`config.mk`:
```
export PLATFORM = sky130hd
export DESIGN_NAME = memory_reader_flat
export DESIGN_NICKNAME = d
export VERILOG_FILES = /design/src/rtl/memory_reader_if.sv /design/src/rtl/memory_reader.sv /design/src/flat_wrapper.sv
export SDC_FILE = /design/constraint.sdc
export NUM_CORES = 1
export LEC_CHECK = 0
export BUFFER_PORTS_ARGS = -buffer_cell sky130_fd_sc_hd__buf_2
export CAP_MARGIN = 20
export CORE_MARGIN = 2
export CORE_UTILIZATION = 52
export DETAILED_ROUTE_END_ITERATION = 12
export PLACE_DENSITY = 0.88
export SYNTH_ARGS = -nofsm -noshare
export SYNTH_HDL_FRONTEND = slang
export SYNTH_SLANG_ARGS = --single-unit
```
`constraint.sdc`:
```
create_clock -name clk -period 2.05 [get_ports clk]
set_input_delay 0.205 -clock clk [delete_from_list [all_inputs] [get_ports clk]]
set_output_delay 0.205 -clock clk [all_outputs]
set_load 0.01 [all_outputs]
```
`src/rtl/memory_reader_if.sv`:
```
// Sample stream from the memory reader to the spectrogram datapath.
// The master (memory_reader) presents a word with valid/last, and the slave accepts it with ready.
interface memory_reader_if #(
    parameter int DATA_W = 16
);
    logic [DATA_W-1:0] sample_out;
    logic              sample_valid;
    logic              sample_last;
    logic              sample_ready;

    modport master (
        output sample_out,
        output sample_valid,
        output sample_last,
        input  sample_ready
    );

    modport slave (
        input  sample_out,
        input  sample_valid,
        input  sample_last,
        output sample_ready
    );
endinterface

```
`src/rtl/memory_reader.sv`:
```
// Read side of the ping-pong sample memory.
// Streams a finished bank out one word at a time over a valid/ready interface.
// One extra frame event can wait in a single pending slot. Any further event is dropped
// and sets the sticky overrun flag.
module memory_reader #(
    parameter int DATA_W    = 16,
    parameter int FRAME_LEN = 200,
    parameter int RD_LAT    = 1
) (
    input  logic              clk,
    input  logic              reset,
    input  logic              bank0_full,
    input  logic              bank1_full,
    input  logic              memorization_completed,
    input  logic              bank,
    input  logic [7:0]        idx_final,
    input  logic [DATA_W-1:0] rd_data,
    output logic [8:0]        rd_addr,
    output logic              rd_en,
    output logic              frame_bank,
    output logic              busy,
    output logic              overrun,
    memory_reader_if.master   smp
);

    localparam logic [7:0]       LAST_FULL = 8'(FRAME_LEN - 1);
    localparam int               CNT_W     = (RD_LAT > 1) ? $clog2(RD_LAT) : 1;
    localparam logic [CNT_W-1:0] CNT_END   = CNT_W'(RD_LAT - 1);

    typedef enum logic [1:0] {IDLE, READ, WAIT, HOLD} state_t;

    state_t            state, state_nxt;
    logic [7:0]        idx, last;
    logic [CNT_W-1:0]  wait_cnt;
    logic              pend_valid, pend_bank;
    logic [7:0]        pend_last;
    logic [DATA_W-1:0] sample_q;
    logic              last_q;

    logic              ev_valid, ev_bank;
    logic [7:0]        ev_last;
    logic              xfer, word_last, frame_done, wait_done;

    // Decode the writer's status pulses into a single frame event.
    // A full-bank pulse takes priority over memorization_completed.
    always_comb begin
        ev_valid = bank0_full | bank1_full | memorization_completed;
        ev_bank  = 1'b0;
        ev_last  = LAST_FULL;
        if (bank0_full) begin
            ev_bank = 1'b0;
        end else if (bank1_full) begin
            ev_bank = 1'b1;
        end else begin
            ev_bank = bank;
            ev_last = (idx_final > LAST_FULL) ? LAST_FULL : idx_final;
        end
    end

    assign xfer       = (state == HOLD) && smp.sample_ready;
    assign word_last  = (idx == last);
    assign frame_done = xfer && word_last;
    assign wait_done  = (state == WAIT) && (wait_cnt == CNT_END);

    // State register.
    always_ff @(posedge clk) begin
        if (reset) state <= IDLE;
        else       state <= state_nxt;
    end

    // Next-state logic.
    always_comb begin
        state_nxt = state;
        case (state)
            IDLE: if (ev_valid) state_nxt = READ;
            READ: state_nxt = WAIT;
            WAIT: if (wait_done) state_nxt = HOLD;
            HOLD: if (xfer) begin
                if (!word_last || pend_valid || ev_valid) state_nxt = READ;
                else                                      state_nxt = IDLE;
            end
            default: state_nxt = IDLE;
        endcase
    end

    // Frame, index, read-latency and sample registers, plus the pending slot.
    always_ff @(posedge clk) begin
        if (reset) begin
            frame_bank <= 1'b0;
            last       <= '0;
            idx        <= '0;
            wait_cnt   <= '0;
            sample_q   <= '0;
            last_q     <= 1'b0;
            pend_valid <= 1'b0;
            pend_bank  <= 1'b0;
            pend_last  <= '0;
            overrun    <= 1'b0;
        end else begin
            case (state)
                IDLE: if (ev_valid) begin
                    frame_bank <= ev_bank;
                    last       <= ev_last;
                    idx        <= '0;
                end
                READ: wait_cnt <= '0;
                WAIT: begin
                    wait_cnt <= wait_cnt + 1'b1;
                    if (wait_done) begin
                        sample_q <= rd_data;
                        last_q   <= word_last;
                    end
                end
                HOLD: if (xfer) begin
                    if (!word_last) begin
                        idx <= idx + 8'd1;
                    end else if (pend_valid) begin
                        frame_bank <= pend_bank;
                        last       <= pend_last;
                        idx        <= '0;
                    end else if (ev_valid) begin
                        frame_bank <= ev_bank;
                        last       <= ev_last;
                        idx        <= '0;
                    end
                end
                default: ;
            endcase

            // An event that arrives while the slot is empty and the last word is
            // transferring is started directly above, so it is not stored here.
            if (state != IDLE && ev_valid) begin
                if (pend_valid) begin
                    overrun <= 1'b1;
                end else if (!frame_done) begin
                    pend_valid <= 1'b1;
                    pend_bank  <= ev_bank;
                    pend_last  <= ev_last;
                end
            end
            if (frame_done && pend_valid) pend_valid <= 1'b0;
        end
    end

    // Moore outputs.
    always_comb begin
        rd_en            = (state == READ);
        busy             = (state != IDLE);
        smp.sample_valid = (state == HOLD);
        smp.sample_last  = (state == HOLD) && last_q;
    end

    assign rd_addr        = {frame_bank, idx};
    assign smp.sample_out = sample_q;

endmodule

```
`src/flat_wrapper.sv`:
```
// flat-port wrapper written by rule: the top's interface ports become plain ports
module memory_reader_flat 
#(
    parameter int DATA_W    = 16,
    parameter int FRAME_LEN = 200,
    parameter int RD_LAT    = 1
)
  (clk, reset, bank0_full, bank1_full, memorization_completed, bank, idx_final, rd_data, rd_addr, rd_en, frame_bank, busy, overrun, smp_sample_out, smp_sample_valid, smp_sample_last, smp_sample_ready);
  memory_reader_if #(.DATA_W(DATA_W)) smp_i ();
  input  logic clk;
  input  logic reset;
  input  logic bank0_full;
  input  logic bank1_full;
  input  logic memorization_completed;
  input  logic bank;
  input  logic [7:0] idx_final;
  input  logic [DATA_W-1:0] rd_data;
  output logic [8:0] rd_addr;
  output logic rd_en;
  output logic frame_bank;
  output logic busy;
  output logic overrun;
  output wire logic [$bits(smp_i.sample_out)-1:0] smp_sample_out;
  output wire logic [$bits(smp_i.sample_valid)-1:0] smp_sample_valid;
  output wire logic [$bits(smp_i.sample_last)-1:0] smp_sample_last;
  input wire logic [$bits(smp_i.sample_ready)-1:0] smp_sample_ready;
  assign smp_sample_out = smp_i.sample_out;
  assign smp_sample_valid = smp_i.sample_valid;
  assign smp_sample_last = smp_i.sample_last;
  assign smp_i.sample_ready = smp_sample_ready;
  memory_reader #(.DATA_W(DATA_W), .FRAME_LEN(FRAME_LEN), .RD_LAT(RD_LAT)) u_core (.clk(clk), .reset(reset), .bank0_full(bank0_full), .bank1_full(bank1_full), .memorization_completed(memorization_completed), .bank(bank), .idx_final(idx_final), .rd_data(rd_data), .rd_addr(rd_addr), .rd_en(rd_en), .frame_bank(frame_bank), .busy(busy), .overrun(overrun), .smp(smp_i));
endmodule
```
### Word-level counts from Yosys, hierarchy flattened

Index checks and enable logic that the tools add are counted.

| operators by class | value |
|---|---|
| bitwise gates (word level) | 5 |
| equality and inequality tests | 8 |
| reductions and logical operators | 20 |
| $lt $le $gt $ge | 1 |
| muxes and demuxes | 28 |
| add/sub/neg operators | 2 |

Operator list:

| cell | number |
|---|---|
| 8-bit two-way mux | 11 |
| 8-bit one-hot mux with 2 select lines | 2 |
| 1-bit two-way mux | 9 |
| 3-bit AND reduction | 3 |
| 8-bit by 1-bit adder with 8-bit output, second input constant | 1 |
| 8-bit == test | 1 |
| 8-bit greater-than comparator, second input constant | 1 |
| 2-bit by 1-bit inequality test with 1-bit output, second input constant | 4 |
| 2-bit one-hot mux with 4 select lines | 1 |
| 1-bit logical AND | 6 |
| 2-bit two-way mux | 3 |
| 2-bit AND reduction | 3 |
| 2-bit nonzero test | 3 |
| 2-bit == test, second input constant | 2 |
| 1-bit one-hot mux with 2 select lines | 2 |
| 1-bit NOT | 3 |
| 2-bit by 1-bit == test with 1-bit output, second input constant | 1 |
| 2-bit logical NOT | 1 |
| 1-bit logical OR | 2 |
| 1-bit bitwise OR | 2 |
| 2-bit OR reduction | 1 |
| 1-bit adder, second input constant | 1 |
| 1-bit logical NOT | 1 |

| word-level totals | value |
|---|---|
| bits in registers | 48 |
| input bits | 31 |
| logic and storage cells | 75 |

### Depth between registers and ports, before layout

| logic depth | value |
|---|---|
| depth after elaboration | 9 |
| gate-level depth with buffers | 8 |
| depth with buffers taken out | 7 |

### Worst setup path after synthesis

OpenSTA, ideal clock, no wires.

| path | value |
|---|---|
| path kind | register to register |
| start | register u_core.state[0] |
| end | register u_core.frame_bank |
| arrival time | 1.606 ns |
| setup time | 0.132 ns |
| clock period less this slack | 1.739 ns |
| stages on the path, launching flop included | 8 |
| setup slack | 0.311 ns |
| cell sequence | dfxtp_1 ha_1 buf_2 and2_1 buf_2 a211oi_1 a2111oi_0 nor3_1 |

| on the way | value |
|---|---|
| cells in the longest elaborated chain, start to end | 4 |

Ends and longest elaborated chain:

| element | RTL line | source |
|---|---|---|
| from (decl) | memory_reader.sv:32 | `state_t state, state_nxt;` |
| from (signal assigned) | memory_reader.sv:68 | `else state <= state_nxt;` |
| 2-bit == test (*) | -- |  |
| net smp_sample_valid | flat_wrapper.sv:24 | `output wire logic [$bits(smp_i.sample_valid)-1:0] smp_sample_valid;` |
| 1-bit logical AND | memory_reader.sv:60 | `assign xfer = (state == HOLD) && smp.sample_ready;` |
| 2-bit by 1-bit inequality test with 1-bit output (no line) | -- |  |
| 3-bit AND reduction (no line) | -- |  |
| to (signal assigned) | memory_reader.sv:102 | `frame_bank <= ev_bank;` |
| to (signal assigned) | memory_reader.sv:118 | `frame_bank <= pend_bank;` |
| to (signal assigned) | memory_reader.sv:122 | `frame_bank <= ev_bank;` |
| to (decl) | memory_reader.sv:20 | `output logic frame_bank,` |

The timed path passes the listed nets; every way through them passes the cells marked *.
A chain may end at the register's enable or synchronous reset.

### Final worst setup path

| path | value |
|---|---|
| start | register u_core.state[0] |
| end | register u_core.last[7] |

| on the way | value |
|---|---|
| cells in the longest elaborated chain, start to end | 4 |

Ends and longest elaborated chain:

| element | RTL line | source |
|---|---|---|
| 2-bit == test | memory_reader.sv:60, memory_reader.sv:100 |  |
| 1-bit logical AND | memory_reader.sv:60 |  |
| 2-bit by 1-bit inequality test with 1-bit output (no line) | -- |  |
| 3-bit AND reduction (no line) | -- |  |
| to (signal assigned) | memory_reader.sv:103 | `last <= ev_last;` |
| to (signal assigned) | memory_reader.sv:119 | `last <= pend_last;` |
| to (signal assigned) | memory_reader.sv:123 | `last <= ev_last;` |
| to (decl) | memory_reader.sv:33 | `logic [7:0] idx, last;` |

Parallel ways exist; a longest one is shown, timed or not.

==> flow_summary.ini <==
[status]
status = finished, final reports clean

[worst_setup_path]
critPathKind = reg -> reg
reg2reg_slack_ns = 0.18
crit_fanout = 8
r2r_end = u_core.last[7]
worstPathRequired_ns = 2.27
r2r_start = u_core.state[0]
worst_setup_path_start_kind = flip-flop
cp.arrival_ns = 2.08
rr_worst_depth = 8
end_kind = flip-flop

[power_and_ir_drop]
power_frac_clock_pct = 16.7
power.total_mw = 3.10
switchingPower_mw = 1.23
power_frac_comb_pct = 42.7
internal-power_mw = 1.88
p_leak_nw = 1.17
swShare_pct = 39.5
vdd.ir_drop.worst_mv = 0.588
pwr-share-seq_pct = 40.6
power.density_nw_per_um2 = 1100

[grt]
antenna_found_initial = 0
grt_start_max_net_pins = 36
grt-ovfl-total = 0
track_usage_pct = 22.8
grt_pass1_wl_mm = 9.64
grt_pass1_vias = 2210

[cts]
clk_pin_slew_ns = 0.08
cts.hold.buffers_added = 0
tritoncts = built
post_cts_buffers = 0
root_buffer = clkbuf_8
cts_resized = 0
htreeDepth = 2
cts_buffers = 5
cts.path.max_buffers = 2
cts_sinks = 48
clk_latency_ns = 0.29

[sta]
period_share_pct = 91.1
fmax_ghz = 0.536
finalCriticalPeriod_ns = 1.87
finalHoldViolCount = 0
tns_ns = 0
fin_skew_ns = 0.00648
rsz0062_at_grt = no
slew_headroom_pct = 57.9
finalSetupViolations = 0
tightest_slew_ns = 0.632
slew_viol_final = 0

[drt]
wirelength_met1_mm = 2.45
drc = 0
routed.top_layer = met4
via_count = 2322
route.met2.wl_mm = 2.75
via_per_inst = 5.65
drt_iter0_markers = 146
wl_met3_um = 311
firstDrtPassIters = 5
drtAntennaViolNets = 0
post_drt_wl_per_cell_um = 13.6
wl_mm = 5.58

[final_layout]
final_cell_area_um2 = 2830
diodes = 0
syn2layout_area_growth_pct = 17.8
drive_gt1_share_pct = 26.2
fin_util_pct = 64.1
instances_no_fill = 411
fin_nets = 395

[place]
dpl.hpwl_mm = 4.10
port_buffers = 61
post-place-cells = 403
postPlaceCellArea_um2 = 2750
place.gp.congestion = 0.853

[synth]
yosys.cell_count.top_type = nand2_1
synth-seq-cells = 48
synthArstFlopShare_pct = 0
synth_common_cells = nand2_1 (53), dfxtp_1 (48), a21oi_1 (35)
yosysWarnings = 0
synth-edff-count = 0
synthTopCellsByArea = dfxtp_1 (40%), nand2_1 (8.3%), a21oi_1 (7.3%)
synth_ff_type = dfxtp_1
yosysTopAreaCell = dfxtp_1
synth_top_area_share_pct = 40.0
synth_cell_types = 51
synthesis.area_um2 = 2400
synthesis.instances = 297
synth_fp_nets = 333
syn_avg_cell_area_um2 = 8.09
yosysSeqAreaShare_pct = 40.0

[floorplanning]
die_area_um2 = 5180
rows = 24
die_x_um = 72.0
start_util_pct = 54.5
dieHeight_um = 72.0
pin_count = 62
core_um2 = 4410

[job]
maxCapViolations = 0

[hold_path]
hp-class = in -> reg
min_from = rd_data[2]
min_to = u_core.smp.sample_out[2]
hold_depth = 3
state kept, by name, summed over array words and instances (netlist names):
signal,cells
u_core.frame_bank,1
u_core.idx,8
u_core.last,8
u_core.last_q,1
u_core.overrun,1
u_core.pend_bank,1
u_core.pend_last,8
u_core.pend_valid,1
u_core.smp.sample_out,16
u_core.state,2
u_core.wait_cnt,1
metrics by stage:
stage,worst slack [ns],hold WS (ns)
2_1_floorplan,0.311,0.320
6_report,0.183,0.140
3_5_place_dp,0.160,0.443
3_3_place_gp,0.239,0.440
5_1_grt,0.00137,0.146
4_1_cts,0.132,0.137
layout by cell type (no fill, tap or decap), types with 2 or more instances in the layout:
cell type and instances:
or4_1 2, nand4_2 2, buf_4 12, nand2_1 53
dfxtp_1 48, ha_1 5, nand3_1 12, a32oi_1 4
o21ai_0 10, and2_1 2, a211oi_2 5, inv_1 5
a21o_1 3, nor2_1 31, nand4_1 3, xnor2_1 7
a31oi_1 2, buf_2 61, nand2b_1 5, a21oi_1 35
o2bb2ai_1 3, a311oi_1 3, mux2i_1 4, nor3_1 11
o31ai_1 2, clkbuf_8 5
cells by family after synthesis:
group,count (synthesis),share of synthesized area [%]
AO/OA/AOI/OAI,81,23.0
XOR/XNOR,8,3.23
adder cells (fa/ha/maj),5,2.60
buffers and inverters,23,5.36
flip-flops,48,40.0
multiplexers,4,1.67
AND/OR/NAND/NOR,128,24.2
layout make-up:
cell class / instances / area [um^2]
Tap cell: 52 / 65.1
Fill cell: 396 / 1580
Multi-Input combinational cell: 226 / 1310
Timing Repair Buffer: 73 / 395
Clock inverter: 1 / 5.00
Inverter: 5 / 18.8
Clock buffer: 6 / 72.6
Sequential cell: 48 / 961
how the worst max path moves through the flow:
stage	end	from	cells after the start	slack [ns]
final	u_core.last[7]	u_core.state[0]	8	0.18
after CTS	u_core.wait_cnt	u_core.state[0]	5	0.13
after global routing	u_core.frame_bank	u_core.state[0]	6	0.001
after floorplan	u_core.frame_bank	u_core.state[0]	7	0.31
after detailed placement	u_core.wait_cnt	u_core.state[0]	5	0.16
after global placement	u_core.wait_cnt	u_core.state[0]	5	0.24
metal layers:
layer / global-route usage [%] / vias up
met5: 0 / -
met4: 6.50 / 0
met3: 4.86 / 6
met2: 39.9 / 78
met1: 28.3 / 1068
li1: - / 1170
worst max-delay path: stages, from the launching register on:
cell	delay [ns]
dfxtp_1	0.40
ha_1	0.31
buf_4	0.21
and2_1	0.26
buf_4	0.18
nor2_1	0.04
a31oi_1	0.19
nor3_1	0.07
nor3_1	0.13
power by group through the flow:
stage	Combinational, mW	Clock [mW]	Sequential [mW]
after floorplan	0.957	0	1.29
after global placement	1.27	0	1.27
after detailed placement	1.30	0	1.28
after CTS	1.31	0.535	1.26
after global routing	1.48	0.566	1.29
final	1.33	0.519	1.26
Power figures use the tool's default switching activity.
